**src/rtl/reg_selfcheck_engine.sv**
```systemverilog
// Register self-check sequencer: runs the core until halt or a cycle budget expires,
// then compares a table of expected register values through a register-file read port.
module reg_selfcheck_engine #(
   parameter int XLEN       = 64,
   parameter int NUM_CHECKS = 5,
   parameter int AW         = 5,
   parameter int MAX_CYCLES = 500,
   parameter int RD_LAT     = 1,
   parameter int IDXW       = $clog2(NUM_CHECKS + 1)
) (
   input  logic                       clk,
   input  logic                       rst,
   input  logic                       start,
   input  logic                       halt,
   input  logic [NUM_CHECKS*AW-1:0]   chk_reg,
   input  logic [NUM_CHECKS*XLEN-1:0] chk_val,
   output logic [AW-1:0]              rf_raddr,
   input  logic [XLEN-1:0]            rf_rdata,
   output logic                       busy,
   output logic                       done,
   output logic                       pass,
   output logic                       timed_out,
   output logic [IDXW-1:0]            err_count,
   output logic [IDXW-1:0]            fail_idx,
   output logic [XLEN-1:0]            fail_actual,
   output logic [2:0]                 dbg_state
);

   localparam int CW = (MAX_CYCLES > 1) ? $clog2(MAX_CYCLES) : 1;
   localparam logic [CW-1:0]   CYC_LAST = CW'(MAX_CYCLES - 1);
   localparam logic [IDXW-1:0] IDX_LAST = IDXW'(NUM_CHECKS - 1);
   localparam logic [IDXW-1:0] IDX_NONE = IDXW'(NUM_CHECKS);

   typedef enum logic [2:0] {
      S_IDLE = 3'd0,
      S_RUN  = 3'd1,
      S_RD   = 3'd2,
      S_WAIT = 3'd3,
      S_DONE = 3'd4
   } state_t;

   state_t          state;
   state_t          state_nxt;
   logic [CW-1:0]   cyc;
   logic [IDXW-1:0] idx;
   logic [XLEN-1:0] cur_val;
   logic            cmp_now;
   logic            last;
   logic            mismatch;
   logic            run_exit;

   assign cur_val   = chk_val[idx*XLEN +: XLEN];
   // With a registered read port the data for idx is only valid one cycle after RD.
   assign cmp_now   = (RD_LAT == 0) ? (state == S_RD) : (state == S_WAIT);
   assign last      = (idx == IDX_LAST);
   assign mismatch  = (rf_rdata != cur_val);
   assign run_exit  = halt || (cyc == CYC_LAST);
   assign busy      = (state == S_RUN) || (state == S_RD) || (state == S_WAIT);
   assign done      = (state == S_DONE);
   assign dbg_state = state;

   always_comb begin
      rf_raddr = '0;
      if ((state == S_RD) || (state == S_WAIT)) begin
         rf_raddr = chk_reg[idx*AW +: AW];
      end
   end

   always_ff @(posedge clk or negedge rst) begin
      if (!rst) begin
         state <= S_IDLE;
      end else begin
         state <= state_nxt;
      end
   end

   always_comb begin
      state_nxt = state;
      case (state)
         S_IDLE, S_DONE: begin
            if (start) state_nxt = S_RUN;
         end
         S_RUN: begin
            if (run_exit) state_nxt = S_RD;
         end
         S_RD: begin
            if (RD_LAT != 0) state_nxt = S_WAIT;
            else             state_nxt = last ? S_DONE : S_RD;
         end
         S_WAIT: begin
            state_nxt = last ? S_DONE : S_RD;
         end
         default: state_nxt = S_IDLE;
      endcase
   end

   always_ff @(posedge clk or negedge rst) begin
      if (!rst) begin
         cyc         <= '0;
         idx         <= '0;
         err_count   <= '0;
         fail_idx    <= IDX_NONE;
         fail_actual <= '0;
         pass        <= 1'b0;
         timed_out   <= 1'b0;
      end else begin
         case (state)
            S_IDLE, S_DONE: begin
               if (start) begin
                  cyc         <= '0;
                  idx         <= '0;
                  err_count   <= '0;
                  fail_idx    <= IDX_NONE;
                  fail_actual <= '0;
                  pass        <= 1'b0;
                  timed_out   <= 1'b0;
               end
            end
            S_RUN: begin
               if (run_exit) begin
                  idx       <= '0;
                  timed_out <= !halt;
               end else begin
                  cyc <= cyc + CW'(1);
               end
            end
            default: begin
               if (cmp_now) begin
                  if (mismatch) begin
                     if (err_count != IDX_NONE) err_count <= err_count + IDXW'(1);
                     if (err_count == '0) begin
                        fail_idx    <= idx;
                        fail_actual <= rf_rdata;
                     end
                  end
                  if (last) pass <= (err_count == '0) && !mismatch;
                  else      idx  <= idx + IDXW'(1);
               end
            end
         endcase
      end
   end

endmodule

```
**config.mk**
```make
export PLATFORM = sky130hd
export DESIGN_NAME = reg_selfcheck_engine
export DESIGN_NICKNAME = d
export VERILOG_FILES = /design/src/rtl/reg_selfcheck_engine.sv
export SDC_FILE = /design/constraint.sdc
export NUM_CORES = 1
export LEC_CHECK = 0
export ABC_AREA = 1
export BUFFER_PORTS_ARGS = -buffer_cell sky130_fd_sc_hd__buf_2
export CAP_MARGIN = 10
export CORE_AREA = 5 5 187 189
export DETAILED_ROUTE_END_ITERATION = 6
export DIE_AREA = 0 0 192 194
export SYNTH_ARGS = -nofsm -noshare
export SYNTH_HDL_FRONTEND = slang
export SYNTH_SLANG_ARGS = --single-unit
```
**constraint.sdc**
```tcl
create_clock -name clk -period 2.38 [get_ports clk]
set_input_delay 0.357 -clock clk [delete_from_list [all_inputs] [get_ports clk]]
set_output_delay 0.357 -clock clk [all_outputs]
set_load 0.02 [all_outputs]
```
* Yosys cells after proc, flatten, opt, wreduce, memory -nomap -nowiden *
Cells that the tools add are included.

word-level totals
  word-level logic and storage cells = 84
  register bits = 87
  output and inout port bits = 82
  bits of input ports = 413

cells by class
  add/subtract/negate cells = 3
  multiplexer cells = 33
  bitwise logic cells = 1
  $mul = 1
  reductions and logical operators = 24
  shift-type cells = 2
  eq/ne operators = 12

operator list
  kind                 count
  $shiftx 320x10->64   1
  $mux 64              4
  $pmux 64 s2          1
  $ne 64x64->1         1
  $mux 3               14
  $shiftx 25x7->5      1
  $mux 9               2
  $pmux 3 s2           3
  $pmux 9 s2           1
  $pmux 3 s4           1
  $reduce_bool 2->1    6
  $reduce_and 5->1     2
  $add 9x1->9 const B  1
  $eq 9x9->1 const B   1
  $reduce_and 4->1     2
  $add 3x1->3 const B  2
  $eq 3x2->1 const B   2
  $eq 3x3->1 const B   2
  $logic_not 3->1      2
  $mul 3x3->6 const B  1
  $ne 2x2->1 const B   3
  $reduce_and 3->1     2
  $mux 5               1
  $logic_or 1x1->1     4
  11 further kinds     16

* Depth between registers and ports, before layout *
Gate-level depths: netlist of the first run.

  depth after elaboration = 7
  gate-level depth with buffers = 21
  gate-level depth less buffers = 16

* Least setup slack after synthesis of the first run *
Ideal clock, no wire load.

  kind = flip-flop to flip-flop
  start point = register idx[0]
  end point = register fail_actual[50]
  arrival = 2.284 ns
  library setup time = 0.066 ns
  period minus slack after synthesis = 2.350 ns
  stages on the path, launching flop included = 21
  path slack = 0.030 ns
  cell sequence = dfrtp_1 > buf_4 > inv_2 > buf_2 > buf_2 > nand2_1 > nand3_1 > nand3_1 > nand3_1 > nand2_1 > nor2_1 > nand2_1 > nor2_1 > nand2_1 > nor2_1 > nand3_2 > nand2_1 > buf_6 > buf_6 > nand2_1 > nand2_1

between the ends
  cells in the longest elaborated chain, start to end = 4

RTL lines
  what                         RTL line  RTL
  from (decl)                  45        logic [IDXW-1:0] idx;
  from (signal assigned)       137       else idx <= idx + IDXW'(1);
  $shiftx 320x10->64           52        assign cur_val = chk_val[idx*XLEN +: XLEN];
  $ne 64x64->1                 56        assign mismatch = (rf_rdata != cur_val);
  $reduce_bool 2->1 (no line)  --
  $reduce_and 5->1 (no line)   --
  to (signal assigned)         133       fail_actual <= rf_rdata;
  to (decl)                    25        output logic [XLEN-1:0] fail_actual,

No other way between the ends.
A chain may end at the register's enable or synchronous reset.

* Worst setup path in the final report of the first run *
Ends and elaborated chain as after synthesis.

==> results.py, run 1 <==
metrics = {
    "outcome": {
        "outcome": "finished with violations",
        "violations": "design-rule violations, negative setup slack",
    },
    "place": {
        "gp_congestion": 0.942,
        "dp_hpwl_um": 42600,
        "dp_slack_ps": -475,
        "io_buffer_count": 494,
    },
    "floorplan": {
        "num_rows": 67,
        "core_region_area_um2": 33100,
        "initial_utilization_pct": 24.6,
        "die_x_um": 192,
        "die_h_um": 194,
        "pin_count": 495,
        "die_area_um2": 37200,
    },
    "global_route": {
        "grt_pass1_wl_um": 75400,
        "grt_start_max_net_pins": 57,
        "grt_overflow": 0,
        "first_global_vias": 12041,
        "grt_antenna_before_repair": 17,
        "track_usage_pct": 27.0,
    },
    "synth": {
        "yosysUniqueCellTypes": 28,
        "async_reset_ff_share_pct": 100,
        "synth.area.top_cells": "nand2_1 31%, dfrtp_1 26%, nand3_1 20%, nor2_1 5.8%, inv_1 4.6%",
        "yosys_warnings": 0,
        "synth_edf_count": 0,
        "yosys.area.top_type": "nand2_1",
        "seq_area_frac_synth_pct": 26.7,
        "synth_top_area_share_pct": 31.1,
        "ys.flop_type": "dfrtp_1",
        "mappedNetlistNets": 1911,
        "ys_ff_latch": 87,
        "syn_inst": 1492,
        "netlist_area_um2": 8160,
        "syn_area_per_cell_um2": 5.47,
    },
    "power_and_ir_drop": {
        "leakage_nw": 7.73,
        "power.density_nw_per_um2": 1260,
        "p_total_mw": 16.8,
        "peakVddDrop_v": 0.000740,
    },
    "worst_setup_path": {
        "crit_family": "simple AND/OR/NAND/NOR gates",
        "cp.arrival_ps": 3190,
        "crit_start": "idx[0]$_DFFE_PN0P_",
        "cp.required_ps": 2680,
        "max_stage_delay_ps": 550,
        "path_cells": "buf_12, nor3_4, buf_6, buf_12, buf_12, buf_8, nand2_1, nand2_1, xor2_1, nand3_2, nor2_2, nand3_2, nand2_4, buf_12, buf_8, buf_16, nand2_1, nand2_1",
        "r2r_setup_slack_ps": -520,
        "end_kind": "flip-flop",
        "cp-start-kind": "flip-flop",
        "r2r_cells": 18,
        "rr_endpoint": "fail_actual[50]$_DFFE_PN0P_",
        "regToRegStartpoint": "idx[0]$_DFFE_PN0P_",
        "crit_type": "flip-flop to flip-flop",
        "worstPathMaxFanout": 5,
        "worst-path-buf-inv": 8,
        "crit_slowest_cell": "dfrtp_4",
    },
    "detailed_routing": {
        "viasPerCell": 4.94,
        "wire_per_inst_um": 21.3,
        "dr.pass1.iters": 7,
        "vias": 12360,
        "ant_nets": 0,
        "drt_iter0_markers": 923,
        "drc": 15,
        "routed_wl_um": 53300,
    },
    "timing": {
        "finalSetupViolCount": 76,
        "layout_setup_ws_ps": -517,
        "finalHoldViolations": 0,
        "finClkSkew_ps": 21.7,
        "finalCriticalPeriod_ps": 2900,
        "relSlewSlack_pct": 54.8,
        "tightest_slew_ps": 678,
        "rsz0062_at_grt": "true",
        "finalMaxSlewViolations": 0,
        "max_freq_ghz": 0.345,
        "fin_crit_sh_pct": 122,
    },
    "clock_tree": {
        "clock-sinks": 87,
        "htreeDepth": 3,
        "clock_latency_ps": 380,
        "cts_made_buffers": 9,
        "cts_buffer_depth": 2,
        "clk_pin_slew_ps": 90,
        "root_buffer": "clkbuf_16",
        "cts_tree": "built",
    },
    "cells_and_area": {
        "drive_above_1_share_pct": 37.3,
        "fin_util_pct": 40.3,
        "nets": 2455,
        "areaGrowthSynthToFinish_pct": 63.7,
    },
    "hold_path": {
        "whs_path_depth": 4,
        "hold_end": "timed_out$_DFFE_PN0P_",
        "hp-class": "input pin to flip-flop",
        "min-delay-start": "halt",
    },
    "run": {
        "cap_violations": 0,
    },
}
-- registers in the layout (all words and copies together), names as in the netlist --
name,count
cyc,9
dbg_state,3
err_count,3
fail_actual,64
fail_idx,3
idx,3
pass,1
timed_out,1
-- kinds of logic after synthesis --
| logic type | synth area share (%) |
|---|---|
| fa+ha+maj | 0.920 |
| flops | 26.7 |
| buf+inv | 9.77 |
| simple gates | 57.8 |
| xor+xnor | 0.859 |
| compound gates | 3.93 |
-- worst register-to-register path: cells and delay by family, from the launching register on --
kind,cells,cell delay (ps)
xor gates and xnor gates,1,180
DFF,1,550
and+or+nand+nor,9,1060
buffers and inverters,8,1030
-- timing repair --
action                                  in CTS  in global routing
endpoints found under the setup margin      76                 76
cloned                                      12                  3
setup buffers                               10                  3
gates resized for setup                     93                104
endpoints found under the hold margin        2                  0
hold buffers                                 1                  0
pin swaps                                   14                 33
-- metrics by stage --
stage | setup TNS, ps | instance area, um2 | instances | hold WS (ps)
global placement | -31530 | 11800 | 2445 | 389
global route | -41960 | 13400 | 2502 | 298
detailed placement | -31810 | 11800 | 2445 | 399
floorplan | 0 | 8160 | 1492 | 61.4
finish | -35180 | 13400 | 2504 | 287
CTS | -27950 | 12800 | 2484 | 277
-- routing by layer --
layer / part of all wire (%) / track usage (%) / vias to the layer above
met5: 0.053 / 0 / -
met4: 3.5 / 9.54 / 6
met3: 8.4 / 5.58 / 93
met2: 49 / 46.8 / 637
met1: 39 / 32.9 / 5768
li1: - / - / 5856
-- Yosys cell counts (2+ instances only) --
| cell | count |
|---|---|
| o21ai_0 | 30 |
| nand2_1 | 676 |
| xor2_1 | 8 |
| ha_1 | 6 |
| buf_1 | 15 |
| nand3b_1 | 3 |
| buf_6 | 4 |
| dfstp_2 | 2 |
| o21ai_1 | 6 |
| inv_2 | 4 |
| nand4_1 | 2 |
| nor3_1 | 7 |
| a21oi_1 | 15 |
| nor2_1 | 127 |
| dfrtp_1 | 85 |
| buf_4 | 2 |
| clkbuf_1 | 35 |
| o22ai_1 | 7 |
| inv_1 | 100 |
| buf_2 | 31 |
| nand3_1 | 320 |
-- how the worst max path moves through the flow --
stage | endpoint | cells past startpoint
after floorplan | fail_actual[50]$_DFFE_PN0P_ | 20
after global placement | fail_actual[15]$_DFFE_PN0P_ | 17
after detailed placement | fail_actual[15]$_DFFE_PN0P_ | 17
after CTS | fail_actual[25]$_DFFE_PN0P_ | 21
after global routing | fail_actual[33]$_DFFE_PN0P_ | 20
final | fail_actual[50]$_DFFE_PN0P_ | 18
-- report_power, final --
| group | total [mW] | internal (mW) | switching (mW) |
|---|---|---|---|
| Clock | 1.56 | 0.835 | 0.725 |
| Combinational | 12.6 | 4.87 | 7.73 |
| Sequential | 2.64 | 2.13 | 0.512 |
| Total | 16.8 | 7.83 | 8.96 |
-- layout by cell type (no fill, tap or decap), drive strengths merged, types with 13 or more instances in the layout --
cell type / n
nand3: 321
o21ai: 36
dfrtp: 85
buf: 614
clkbuf: 13
nor2: 127
inv: 107
nand2: 676
diode: 15
a21oi: 15
-- cell type report --
class	instances	area [um2]
Clock buffer	10	229
Antenna cell	15	37.5
Fill cell	3623	19800
Clock inverter	6	76.3
Timing Repair Buffer	620	4190
Sequential cell	87	2180
Tap cell	448	561
Inverter	105	404
Multi-Input combinational cell	1213	5680
Power figures use the tool's default switching activity.
==> run 2, diff against run 1 <==
--- a/config.mk
+++ b/config.mk
@@ -11,6 +11,7 @@
 export CORE_AREA = 5 5 187 189
 export DETAILED_ROUTE_END_ITERATION = 6
 export DIE_AREA = 0 0 192 194
+export HOLD_SLACK_MARGIN = 0.03
 export SYNTH_ARGS = -nofsm -noshare
 export SYNTH_HDL_FRONTEND = slang
 export SYNTH_SLANG_ARGS = --single-unit
==> constraint.sdc (replaced) <==
create_clock -name clk -period 2.38 [get_ports clk]
set_input_delay 0.476 -clock clk [delete_from_list [all_inputs] [get_ports clk]]
set_output_delay 0.476 -clock clk [all_outputs]
set_load 0.02 [all_outputs]
==> results.py, run 2 (synthesis gave the netlist of run 1 again) <==
metrics = {
    "outcome": {
        "outcome": "finished with violations",
        "violations": "negative setup slack",
    },
    "worst_setup_path": {
        "regToRegStartpoint": "idx[0]$_DFFE_PN0P_",
        "cp.required_ps": 2670,
        "rr_endpoint": "fail_actual[12]$_DFFE_PN0P_",
        "crit_type": "flip-flop to flip-flop",
        "r2r_setup_slack_ps": -440,
        "r2r_cells": 20,
        "cp.arrival_ps": 3120,
        "cp-start-kind": "flip-flop",
        "worstPathMaxFanout": 10,
        "end_kind": "flip-flop",
    },
    "timing": {
        "finClkSkew_ps": 8.64,
        "max_freq_ghz": 0.354,
        "rsz0062_at_grt": "true",
        "relSlewSlack_pct": 54.6,
        "layout_setup_ws_ps": -444,
        "finalHoldViolations": 0,
        "whs_ps": 47.3,
        "finalSetupViolCount": 76,
        "finalMaxSlewViolations": 0,
        "fin_crit_sh_pct": 119,
        "finalCriticalPeriod_ps": 2820,
        "tightest_slew_ps": 681,
    },
    "detailed_routing": {
        "ant_nets": 0,
        "wire_per_inst_um": 21.2,
        "dr.pass1.iters": 6,
        "viasPerCell": 4.92,
        "drc": 0,
        "routed_wl_um": 53100,
        "drt_iter0_markers": 883,
        "vias": 12305,
    },
    "global_route": {
        "busiest_layer": "met2",
        "grt_overflow": 0,
        "first_global_vias": 12322,
        "grt_antenna_before_repair": 12,
        "use_met1_pct": 32.3,
        "grt_start_max_net_pins": 57,
        "met2_usage_pct": 47.6,
        "grt_pass1_wl_um": 75600,
        "track_usage_pct": 27.0,
        "grt_util_met3_pct": 5.62,
    },
    "floorplan": {
        "initial_utilization_pct": 24.6,
        "pin_count": 495,
        "die_x_um": 192,
        "core_region_area_um2": 33100,
        "die_h_um": 194,
        "die_area_um2": 37200,
        "num_rows": 67,
    },
    "cells_and_area": {
        "largest_reg_flops": 64,
        "layout_common_cells": "642 x nand2_1, 490 x buf_2, 242 x nand3_1",
        "final_common_cell": "nand2_1",
        "reg.largest.list": "fail_actual (64), cyc (9)",
        "design_area_um2": 13600,
        "drive_above_1_share_pct": 38.2,
        "largest_register": "fail_actual",
        "fin_util_pct": 41.1,
        "areaGrowthSynthToFinish_pct": 66.9,
        "nets": 2456,
    },
    "clock_tree": {
        "htreeDepth": 3,
        "cts_buffer_depth": 2,
        "clock_latency_ps": 360,
        "clk_pin_slew_ps": 70,
        "cts_tree": "built",
        "root_buffer": "clkbuf_16",
        "cts_made_buffers": 9,
        "clock-sinks": 87,
    },
    "power_and_ir_drop": {
        "leakage_nw": 7.82,
        "peakVddDrop_v": 0.000574,
        "power.density_nw_per_um2": 1250,
        "p_total_mw": 17.0,
        "switching_share_pct": 53.1,
        "power_switching_mw": 9.04,
        "pwr-share-seq_pct": 15.3,
        "internal-power_mw": 7.97,
        "clockPowerShare_pct": 9.0,
        "combPwrFrac_pct": 75.7,
    },
    "place": {
        "dp_hpwl_um": 42400,
        "io_buffer_count": 494,
        "place_area_um2": 11800,
        "gp_congestion": 0.920,
    },
    "run": {
        "cap_violations": 0,
    },
    "hold_path": {
        "hp-class": "input pin to asynchronous set/reset pin",
    },
}
==> run 2: cell types whose count changed in the layout (fill, tap and decap cells not counted), moves of 4 or more <==
cell,delta
o21ai_0,-4
nand3_4,+14
nand2_2,-18
nand2_1,+37
nand2_4,-20
nand3_2,+39
nand3_1,-53
nor2_4,+4
diode_2,-4
==> run 2: cell type report <==
class | instances | area, um2
flip-flops and latches | 87 | 2180
clock buffers | 9 | 225
multi-input cells | 1213 | 5900
fillers | 3550 | 19500
well taps | 448 | 561
inverters | 105 | 404
diodes | 11 | 27.5
repair buffers | 621 | 4240
clock inverters | 7 | 78.8
==> run 2: what timing repair did <==
item / CTS / global route
gates resized for setup: 170 / 45
endpoints found under the hold margin: 0 / 0
pin swaps: 54 / 19
cloned: 14 / 3
buffers inserted: 19 / 3
hold buffers: 0 / 0
setup endpoints to repair: 76 / 76
==> run 2: worst max path at each step <==
stage | from | endpoint | slack, ps
2_1_floorplan | idx[0]$_DFFE_PN0P_ | fail_actual[50]$_DFFE_PN0P_ | 30
3_3_place_gp | idx[0]$_DFFE_PN0P_ | fail_actual[46]$_DFFE_PN0P_ | -500
3_5_place_dp | idx[0]$_DFFE_PN0P_ | fail_actual[24]$_DFFE_PN0P_ | -550
4_1_cts | idx[0]$_DFFE_PN0P_ | fail_actual[52]$_DFFE_PN0P_ | -390
5_1_grt | idx[0]$_DFFE_PN0P_ | fail_actual[4]$_DFFE_PN0P_ | -570
6_report | idx[0]$_DFFE_PN0P_ | fail_actual[12]$_DFFE_PN0P_ | -440
==> run 2: routing by layer <==
metal  vias up  routed length [um]
met5         -                  21
met4         4                2090
met3        92                4560
met2       644               26100
met1      5722               20400
li1       5843                   -
==> run 2: power groups by stage <==
stage	combinational (mW)	sequential (mW)	clock, mW
final	12.9	2.60	1.53
after global routing	14.0	2.66	1.60
after CTS	12.6	2.59	1.55
after detailed placement	10.8	2.61	0
after global placement	10.7	2.62	0
after floorplan	5.35	3.14	0
==> run 2: worst max-delay path, stage by stage (launching register included) <==
cell and delay [ps]:
dfrtp_4 530, buf_6 150, nor3_4 230, buf_6 150, buf_12 140, buf_6 110
buf_6 110, nand2_4 50, nand3_2 70, nand2_2 50, nor2_1 100, nand2_1 80
nor2_1 120, nand2_2 90, nor2_4 130, nand3_4 130, nand2_8 130, buf_12 130
buf_12 130, nand2_1 50, nand2_1 60
==> run 2: through the flow <==
step | setup WS (ps) | instances | TNS (ps)
after CTS | -395 | 2485 | -22410
final | -444 | 2501 | -29000
after detailed placement | -548 | 2443 | -35990
after global placement | -501 | 2443 | -32970
after global routing | -572 | 2498 | -37920
after floorplan | 29.9 | 1492 | 0
